`config.mk`:
```
export PLATFORM = sky130hd
export DESIGN_NAME = fp32_accumulator
export DESIGN_NICKNAME = d
export VERILOG_FILES = /design/src/rtl/fp32_pkg.sv /design/src/rtl/fp_mag_addsub.sv /design/src/rtl/fp32_accumulator.sv
export SDC_FILE = /design/constraint.sdc
export NUM_CORES = 1
export LEC_CHECK = 0
export CAP_MARGIN = 40
export CORE_ASPECT_RATIO = 1.1
export CORE_MARGIN = 2
export CORE_UTILIZATION = 62
export DETAILED_ROUTE_END_ITERATION = 7
export PLACE_DENSITY_LB_ADDON = 0.12
export SYNTH_ARGS = -nofsm -noshare
export SYNTH_HDL_FRONTEND = slang
export SYNTH_SLANG_ARGS = --single-unit
```
`constraint.sdc`:
```
create_clock -name clk -period 7.5 [get_ports clk]
set_input_delay 1.5 -clock clk [delete_from_list [all_inputs] [get_ports clk]]
set_output_delay 1.5 -clock clk [all_outputs]
set_load 0.01 [all_outputs]
```
`src/rtl/fp32_pkg.sv`:
```
// fp32_pkg: shared FP32 field geometry, constants and accumulator FSM encoding
package fp32_pkg;
    localparam int SIGN_BIT = 31;
    localparam int EXP_W    = 8;
    localparam int FRAC_W   = 23;
    localparam int MANT_W   = 24;
    localparam int BIAS     = 127;
    localparam int EXP_MAX  = 255;
    localparam logic [31:0] POS_ZERO = 32'h0000_0000;
    localparam logic [31:0] POS_INF  = 32'h7F80_0000;
    typedef enum logic [2:0] {IDLE, ALIGN, ADD, NORM, DONE} state_t;
endpackage

```
`src/rtl/fp_mag_addsub.sv`:
```
// fp_mag_addsub: sign-magnitude core, adds or subtracts two aligned 24-bit mantissas
//   a, b  : aligned mantissas (hidden bit included)
//   sub   : 1 = operand signs differ, subtract smaller from larger
//   res   : 25-bit magnitude (bit 24 is the add carry)
//   sel_b : result takes the sign of b
module fp_mag_addsub
    import fp32_pkg::*;
(
    input  logic [MANT_W-1:0] a,
    input  logic [MANT_W-1:0] b,
    input  logic              sub,
    output logic [MANT_W:0]   res,
    output logic              sel_b
);
    always_comb begin
        sel_b = sub && (b > a);
        res = !sub ? {1'b0, a} + {1'b0, b} : sel_b ? {1'b0, b - a} : {1'b0, a - b};
    end
endmodule

```
`src/rtl/fp32_accumulator.sv`:
```
// fp32_accumulator: multi-cycle FP32 running-sum accumulator (round toward zero)
//   in_valid/in_ready/in_data/in_last : product stream, in_last closes the sum
//   out_valid/out_ready/out_data      : final sum, held until taken
//   out_ovf : sticky Inf/overflow flag for the current sum
//   busy    : FSM not idle
//   count   : terms accepted in the current sum
module fp32_accumulator
    import fp32_pkg::*;
#(
    parameter int XLEN  = 32,
    parameter int CNT_W = 16
) (
    input  logic             clk,
    input  logic             rst,
    input  logic             in_valid,
    output logic             in_ready,
    input  logic [XLEN-1:0]  in_data,
    input  logic             in_last,
    output logic             out_valid,
    input  logic             out_ready,
    output logic [XLEN-1:0]  out_data,
    output logic             out_ovf,
    output logic             busy,
    output logic [CNT_W-1:0] count
);
    state_t state, state_n, exit_st;
    logic [XLEN-1:0] acc, op;
    logic last_q, ovf, sa, sb, sn, sel_b;
    logic [CNT_W-1:0] cnt;
    logic [MANT_W-1:0] ma, mb, mant, op_m, acc_m;
    logic [MANT_W:0] sum;
    logic [EXP_W-1:0] ex, op_e, acc_e, dif;
    logic op_inf, acc_inf, a_big, norm_end, ovf_add;

    // exp=0 flushes to zero, so the hidden bit is only present for normal numbers
    assign op_e    = op[SIGN_BIT-1:FRAC_W];
    assign acc_e   = acc[SIGN_BIT-1:FRAC_W];
    assign op_m    = op_e == '0 ? '0 : {1'b1, op[FRAC_W-1:0]};
    assign acc_m   = acc_e == '0 ? '0 : {1'b1, acc[FRAC_W-1:0]};
    assign op_inf  = op_e == EXP_W'(EXP_MAX);
    assign acc_inf = acc_e == EXP_W'(EXP_MAX);
    assign a_big   = acc_e >= op_e;
    assign dif     = a_big ? acc_e - op_e : op_e - acc_e;
    assign ovf_add = sum[MANT_W] && ex == EXP_W'(EXP_MAX - 1);
    assign norm_end = mant == '0 || mant[MANT_W-1] || ex <= EXP_W'(1);
    assign exit_st = last_q ? DONE : IDLE;

    fp_mag_addsub u_mag (
        .a    (ma),
        .b    (mb),
        .sub  (sa ^ sb),
        .res  (sum),
        .sel_b(sel_b)
    );

    always_comb begin
        state_n = state;
        case (state)
            IDLE:    state_n = in_valid ? ALIGN : IDLE;
            ALIGN:   state_n = (op_inf || acc_inf) ? exit_st : ADD;
            ADD:     state_n = ovf_add ? exit_st : NORM;
            NORM:    state_n = norm_end ? exit_st : NORM;
            DONE:    state_n = out_ready ? IDLE : DONE;
            default: state_n = IDLE;
        endcase
    end

    always_ff @(posedge clk or posedge rst) begin
        if (rst) begin
            state  <= IDLE;
            acc    <= POS_ZERO;
            op     <= '0;
            last_q <= 1'b0;
            ovf    <= 1'b0;
            cnt    <= '0;
            ma     <= '0;
            mb     <= '0;
            mant   <= '0;
            ex     <= '0;
            sa     <= 1'b0;
            sb     <= 1'b0;
            sn     <= 1'b0;
        end else begin
            state <= state_n;
            case (state)
                IDLE: if (in_valid) begin
                    op     <= in_data;
                    last_q <= in_last;
                    cnt    <= cnt + CNT_W'(1);
                end
                ALIGN: begin
                    if (op_inf) begin
                        acc <= POS_INF | {op[SIGN_BIT], 31'b0};
                        ovf <= 1'b1;
                    end
                    ma <= a_big ? acc_m : acc_m >> dif;
                    mb <= a_big ? op_m >> dif : op_m;
                    ex <= a_big ? acc_e : op_e;
                    sa <= acc[SIGN_BIT];
                    sb <= op[SIGN_BIT];
                end
                ADD: begin
                    sn   <= sel_b ? sb : sa;
                    mant <= sum[MANT_W] ? sum[MANT_W:1] : sum[MANT_W-1:0];
                    ex   <= sum[MANT_W] ? ex + EXP_W'(1) : ex;
                    if (ovf_add) begin
                        acc <= POS_INF | {sa, 31'b0};
                        ovf <= 1'b1;
                    end
                end
                NORM: begin
                    if (mant == '0) acc <= POS_ZERO;
                    else if (mant[MANT_W-1]) acc <= {sn, ex, mant[FRAC_W-1:0]};
                    else if (ex <= EXP_W'(1)) acc <= {sn, 31'b0};
                    else begin
                        mant <= mant << 1;
                        ex   <= ex - EXP_W'(1);
                    end
                end
                DONE: if (out_ready) begin
                    acc <= POS_ZERO;
                    ovf <= 1'b0;
                    cnt <= '0;
                end
                default: ;
            endcase
        end
    end

    assign in_ready  = state == IDLE;
    assign out_valid = state == DONE;
    assign busy      = state != IDLE;
    assign out_data  = acc;
    assign out_ovf   = ovf;
    assign count     = cnt;
endmodule

```
### Yosys cells after proc, flatten, opt, wreduce, memory -nomap -nowiden

Cells that the tools add are included.

* add/subtract/negate cells: 8
* $lt $le $gt $ge: 3
* eq/ne operators: 16
* shift-type cells: 2
* muxes and demuxes: 40
* bitwise operators: 1
* reduce and logical (&&, ||, !) cells: 22

Operators with widths (count)
* 24-bit 2-to-1 mux: 9
* 32-bit 2-to-1 mux: 6
* 32-bit one-hot mux with 4 select lines: 1
* 8-bit 2-to-1 mux: 6
* 24-bit one-hot mux with 2 select lines: 1
* 24-bit by 8-bit right shift with 24-bit output: 2
* 24-bit subtractor: 2
* 16-bit 2-to-1 mux: 2
* 16-bit one-hot mux with 2 select lines: 1
* 24-bit by 24-bit adder with 25-bit output: 1
* 25-bit 2-to-1 mux: 1
* 8-bit equality test (second input constant): 3
* 24-bit greater-than comparator: 1
* 24-bit logical NOT: 1
* 8-bit one-hot mux with 3 select lines: 1
* 16-bit by 1-bit adder with 16-bit output (second input constant): 1
* 8-bit logical NOT: 2
* 8-bit subtractor: 2
* 3-bit 2-to-1 mux: 5
* 3-bit one-hot mux with 5 select lines: 1
* 2-bit != test (second input constant): 7
* 5-bit AND reduction: 2
* 3-bit nonzero test: 3
* 8-bit by 1-bit adder with 8-bit output (second input constant): 1
* other kinds (19): 30

* flip-flop bits (word level): 168
* input bits: 37
* output and inout bits: 52
* word-level logic and storage cells: 106

### Depth between registers and ports, before layout

* depth after elaboration: 7
* depth in mapped cells: 14
* gate-level depth less buffers: 13

### Cells and area by module

From an unflattened synthesis, not the netlist that was laid out.

* cells, all modules: 1767
* area, all modules: 14923.1 um2

By module, submodules not included
* fp32_accumulator: times used 1, cells each 1189, area each 11083.1 um2, sequential area each 4204.0 um2
* fp_mag_addsub: times used 1, cells each 578, area each 3839.9 um2, sequential area each 0.0 um2

### Worst setup path before layout

No wires, ideal clock.

* path kind: flip-flop to flip-flop
* start point: register acc[28] (netlist: out_data[28])
* end point: register ma[7]
* library setup time: 71 ps
* arrival time: 3390 ps
* required time: 7429 ps
* setup slack: 4039 ps
* stages on the path, launching flop included: 14
* buffers on the path: 2
* clock period less this slack: 3461 ps
* path through: dfrtp_1 inv_1 ha_1 buf_2 and3_1 o21a_1 nor3_4 mux2_2 a211oi_1 nor4_4 nand2b_1 buf_2 or4_1 nand4_1

* cells in the longest elaborated chain, start to end: 4
* elaborated cells on any way between the ends: 8
* classes of those cells: add/sub: 2; order compare: 1; shift: 1; mux: 3; reduce/logical: 1

RTL lines
* start: declaration: RTL line fp32_accumulator.sv:27 `logic [XLEN-1:0] acc, op;`
* start signal: assignment: RTL line fp32_accumulator.sv:93 `acc <= POS_INF | {op[SIGN_BIT], 31'b0};`
* start signal: assignment: RTL line fp32_accumulator.sv:107 `acc <= POS_INF | {sa, 31'b0};`
* start signal: assignment: RTL line fp32_accumulator.sv:113 `else if (mant[MANT_W-1]) acc <= {sn, ex, mant[FRAC_W-1:0]};`
* 8-bit subtractor, or another cell as far along: RTL line fp32_accumulator.sv:43 `assign dif = a_big ? acc_e - op_e : op_e - acc_e;`
* 8-bit 2-to-1 mux / 24-bit 2-to-1 mux (equally long branches): RTL line fp32_accumulator.sv:43, fp32_accumulator.sv:39
* 24-bit by 8-bit right shift with 24-bit output: RTL line fp32_accumulator.sv:96 `ma <= a_big ? acc_m : acc_m >> dif;`
* 24-bit 2-to-1 mux (*): RTL line fp32_accumulator.sv:96
* end signal: assignment: RTL line fp32_accumulator.sv:96
* end: declaration: RTL line fp32_accumulator.sv:30 `logic [MANT_W-1:0] ma, mb, mant, op_m, acc_m;`

Every way passes the cells marked *; elsewhere a longest branch is shown, timed or not.
A chain may end at the register's enable or synchronous reset.

### Final worst setup path

* start point: register acc[23] (netlist: out_data[23])
* end point: register mb[19]

* cells in the longest elaborated chain, start to end: 4
* elaborated cells on any way between the ends: 6
* classes of those cells: add/sub: 2; order compare: 1; shift: 1; mux: 2

RTL lines
* 8-bit subtractor / 8-bit >= comparator (equally long branches): RTL line fp32_accumulator.sv:43, fp32_accumulator.sv:42
* 8-bit 2-to-1 mux: RTL line fp32_accumulator.sv:43
* 24-bit by 8-bit right shift with 24-bit output: RTL line fp32_accumulator.sv:97 `mb <= a_big ? op_m >> dif : op_m;`
* 24-bit 2-to-1 mux (*): RTL line fp32_accumulator.sv:97
* end signal: assignment: RTL line fp32_accumulator.sv:97
* end: declaration: RTL line fp32_accumulator.sv:30

Marks and branches as above.

==> results.py <==
metrics = {
    "placed_design": {
        "gp_congestion": 1.049,
        "hpwl_um": 41830,
        "place_ws_ps": 2795,
        "dp_cells": 2183,
        "io_buffers": 88,
    },
    "cts": {
        "ctsHoldBuffers": 0,
        "cts_made_buffers": 17,
        "clk_path_buf_depth": 2,
        "h-tree-depth": 4,
        "cts_resized": 0,
        "postCtsSetupRepairBufs": 0,
        "clk_pin_slew_worst_paths_ps": 80,
        "cts_tree": "done",
        "cts_sinks": 168,
        "clockRootBuffer": "clkbuf_16",
        "clkLatencyLatePin_ps": 440,
    },
    "yosys": {
        "synth-warning-count": 0,
        "synth_nets": 2012,
        "syn-cell-area_mm2": 0.01527,
        "synth_cells": 1879,
        "synthArstFlopShare": 1.000,
        "ys_seq_area_frac": 0.2754,
        "avgSynthCellArea_um2": 8.124,
        "synth_flop_cell": "dfrtp_1",
        "synth-edff-count": 0,
        "ys_ff_latch": 168,
        "synth.distinct_cells": 92,
    },
    "setup_path": {
        "path_max_fanout": 30,
        "ff2ff_setup_slack_ps": 2590,
        "start_kind": "flip-flop",
        "critical_path_class": "reg -> reg",
        "required_ps": 7850,
        "worst_setup_path_end_kind": "flip-flop",
        "arrival_ps": 5260,
    },
    "die": {
        "ioPinCount": 89,
        "rows": 60,
        "coreArea_mm2": 0.02432,
        "initial_utilization": 0.6276,
        "die_w_um": 153.6,
        "die_y_um": 168.6,
        "die-area_mm2": 0.02589,
    },
    "layout": {
        "fin_util": 0.6947,
        "finalNonFillerCells": 2215,
        "diodes": 0,
        "area_delta_synth_final_pct": 10.68,
        "drive_above_1_share": 0.07454,
        "fin_nets": 2025,
    },
    "grt": {
        "grt_max_degree": 70,
        "grt_overflow": 0,
        "grt_pass1_wl_um": 86700,
        "antenna_found_initial": 0,
        "grt_pass1_vias": 15120,
        "grt_util_all_layers": 0.4265,
    },
    "timing": {
        "slew_headroom": 0.3050,
        "rsz0062_at_grt": "false",
        "finalSetupViolations": 0,
        "max_freq_ghz": 0.2038,
        "period_share": 0.6543,
        "fin_worst_skew_ps": 16.94,
        "tightest_slew_ps": 1032,
        "timing.final.ws_setup_ps": 2593,
        "slew_violations": 0,
        "layout_min_cycle_time_ps": 4907,
        "finalSetupTns_ps": 0,
        "finalHoldViolCount": 0,
    },
    "route": {
        "wl_per_cell_um": 25.30,
        "num_vias": 15860,
        "first_pass_iters": 8,
        "ant_nets": 0,
        "totalWireLength_um": 56040,
        "drt_iter0_markers": 2017,
        "drc": 12,
        "vias_per_cell": 7.158,
    },
    "min_path": {
        "hp-class": "reg -> reg",
    },
    "run_status": {
        "status": "finished with violations",
        "violations": "design-rule violations",
    },
    "run": {
        "maxCapViolations": 0,
    },
}
[path summary, 6_finish.rpt]
kind                                          start                    to  depth (start not counted)
hold reg to reg                  last_q$_DFFE_PP0P_    last_q$_DFFE_PP0P_                          2
setup reg to reg           out_data[23]$_DFFE_PP0P_    mb[19]$_DFFE_PP0P_                         13
setup / recovery           out_data[23]$_DFFE_PP0P_    mb[19]$_DFFE_PP0P_                         13
hold / removal                   last_q$_DFFE_PP0P_    last_q$_DFFE_PP0P_                          2
min in group asynchronous                       rst  mant[21]$_DFFE_PP0P_                          2
max in group asynchronous                       rst    op[20]$_DFFE_PP0P_                          3
[stage by stage]
stage / instance area, um^2 / hold slack [ps]
floorplan: 15270 / 446.6
global placement: 16220 / 466.7
detailed placement: 16280 / 472.3
CTS: 16900 / 489.7
global route: 16900 / 512.2
finish: 16900 / 492.6
[synthesized netlist by cell type (all sizes together), types with 19 or more instances]
cell type | number | area [um^2]
a21o | 19 | 142.6
o21ai | 101 | 505.5
a21oi | 164 | 843.3
nand2 | 262 | 991.0
dfrtp | 168 | 4204
ha | 91 | 1139
nor4 | 21 | 173.9
mux4 | 32 | 720.7
inv | 110 | 412.9
buf | 39 | 216.5
nor2 | 128 | 495.5
nand4 | 47 | 294.0
a211oi | 23 | 185.2
nor3 | 38 | 201.5
xnor2 | 26 | 227.7
nand3 | 57 | 285.3
a22o | 31 | 271.5
a31oi | 32 | 215.2
mux2i | 53 | 530.5
nand2b | 23 | 143.9
clkbuf | 82 | 309.0
[cell usage in the layout, fill, tap and decap left out, drive strengths merged, types with 19 or more instances in the layout]
cell type,instances
nor3,38
nand2,262
ha,91
a31oi,32
nand2b,23
nand4,47
clkdlybuf4s50,88
nand3,57
mux4,32
mux2i,53
dfrtp,168
nor2,128
inv,114
a21o,19
o21ai,101
nor4,21
buf,26
a22o,31
a21oi,164
xnor2,26
a211oi,23
[critical path, cell delays in order, from the launching register on]
cell       delay, ps
dfrtp_1          440
inv_1             90
ha_1             280
buf_4            390
nand4_1          260
a31o_2           340
nand3_1          740
o2111ai_1        280
a211oi_1         440
nor4_4            90
buf_4            220
a2111oi_1        690
a221oi_1         340
a21oi_1          220
[flip-flops by register name, summed over array words and instances, names as in the netlist, 3 cells and up]
| register | flops |
|---|---|
| mant | 24 |
| out_data | 32 |
| state | 3 |
| ma | 24 |
| ex | 8 |
| count | 16 |
| op | 32 |
| mb | 24 |
[final cells by class]
| type | instances | area, um^2 |
|---|---|---|
| timing repair buffer | 115 | 1111 |
| multi-input combinational | 1478 | 10160 |
| fill | 2037 | 7427 |
| inverter | 112 | 425.4 |
| sequential | 168 | 4204 |
| clock inverter | 15 | 186.4 |
| clock buffer | 17 | 425.4 |
| tap | 310 | 387.9 |
[layer usage]
layer / GRT usage / part of all wire / wire, um
met1: 0.5514 / 0.38 / 21090
met4: 0.2617 / 0.073 / 4077
met2: 0.6601 / 0.45 / 24990
met5: 0 / 0 / 0
met3: 0.08858 / 0.10 / 5882
[logic make-up (layout without fill, tap and decap cells)]
kind of cell / Yosys count / after routing / synth area share
AO/OA/AOI/OAI: 584 / 584 / 0.2599
XOR/XNOR: 41 / 41 / 0.02352
flip-flops: 168 / 168 / 0.2754
multiplexers: 97 / 97 / 0.09081
buffers and inverters: 233 / 259 / 0.06196
adder cells (fa/ha/maj): 96 / 96 / 0.08114
AND/OR/NAND/NOR: 660 / 660 / 0.2073
Power is left out: the tool's default activity adds up to more than one toggle a clock period on the data nets, which glitch-free logic cannot reach.
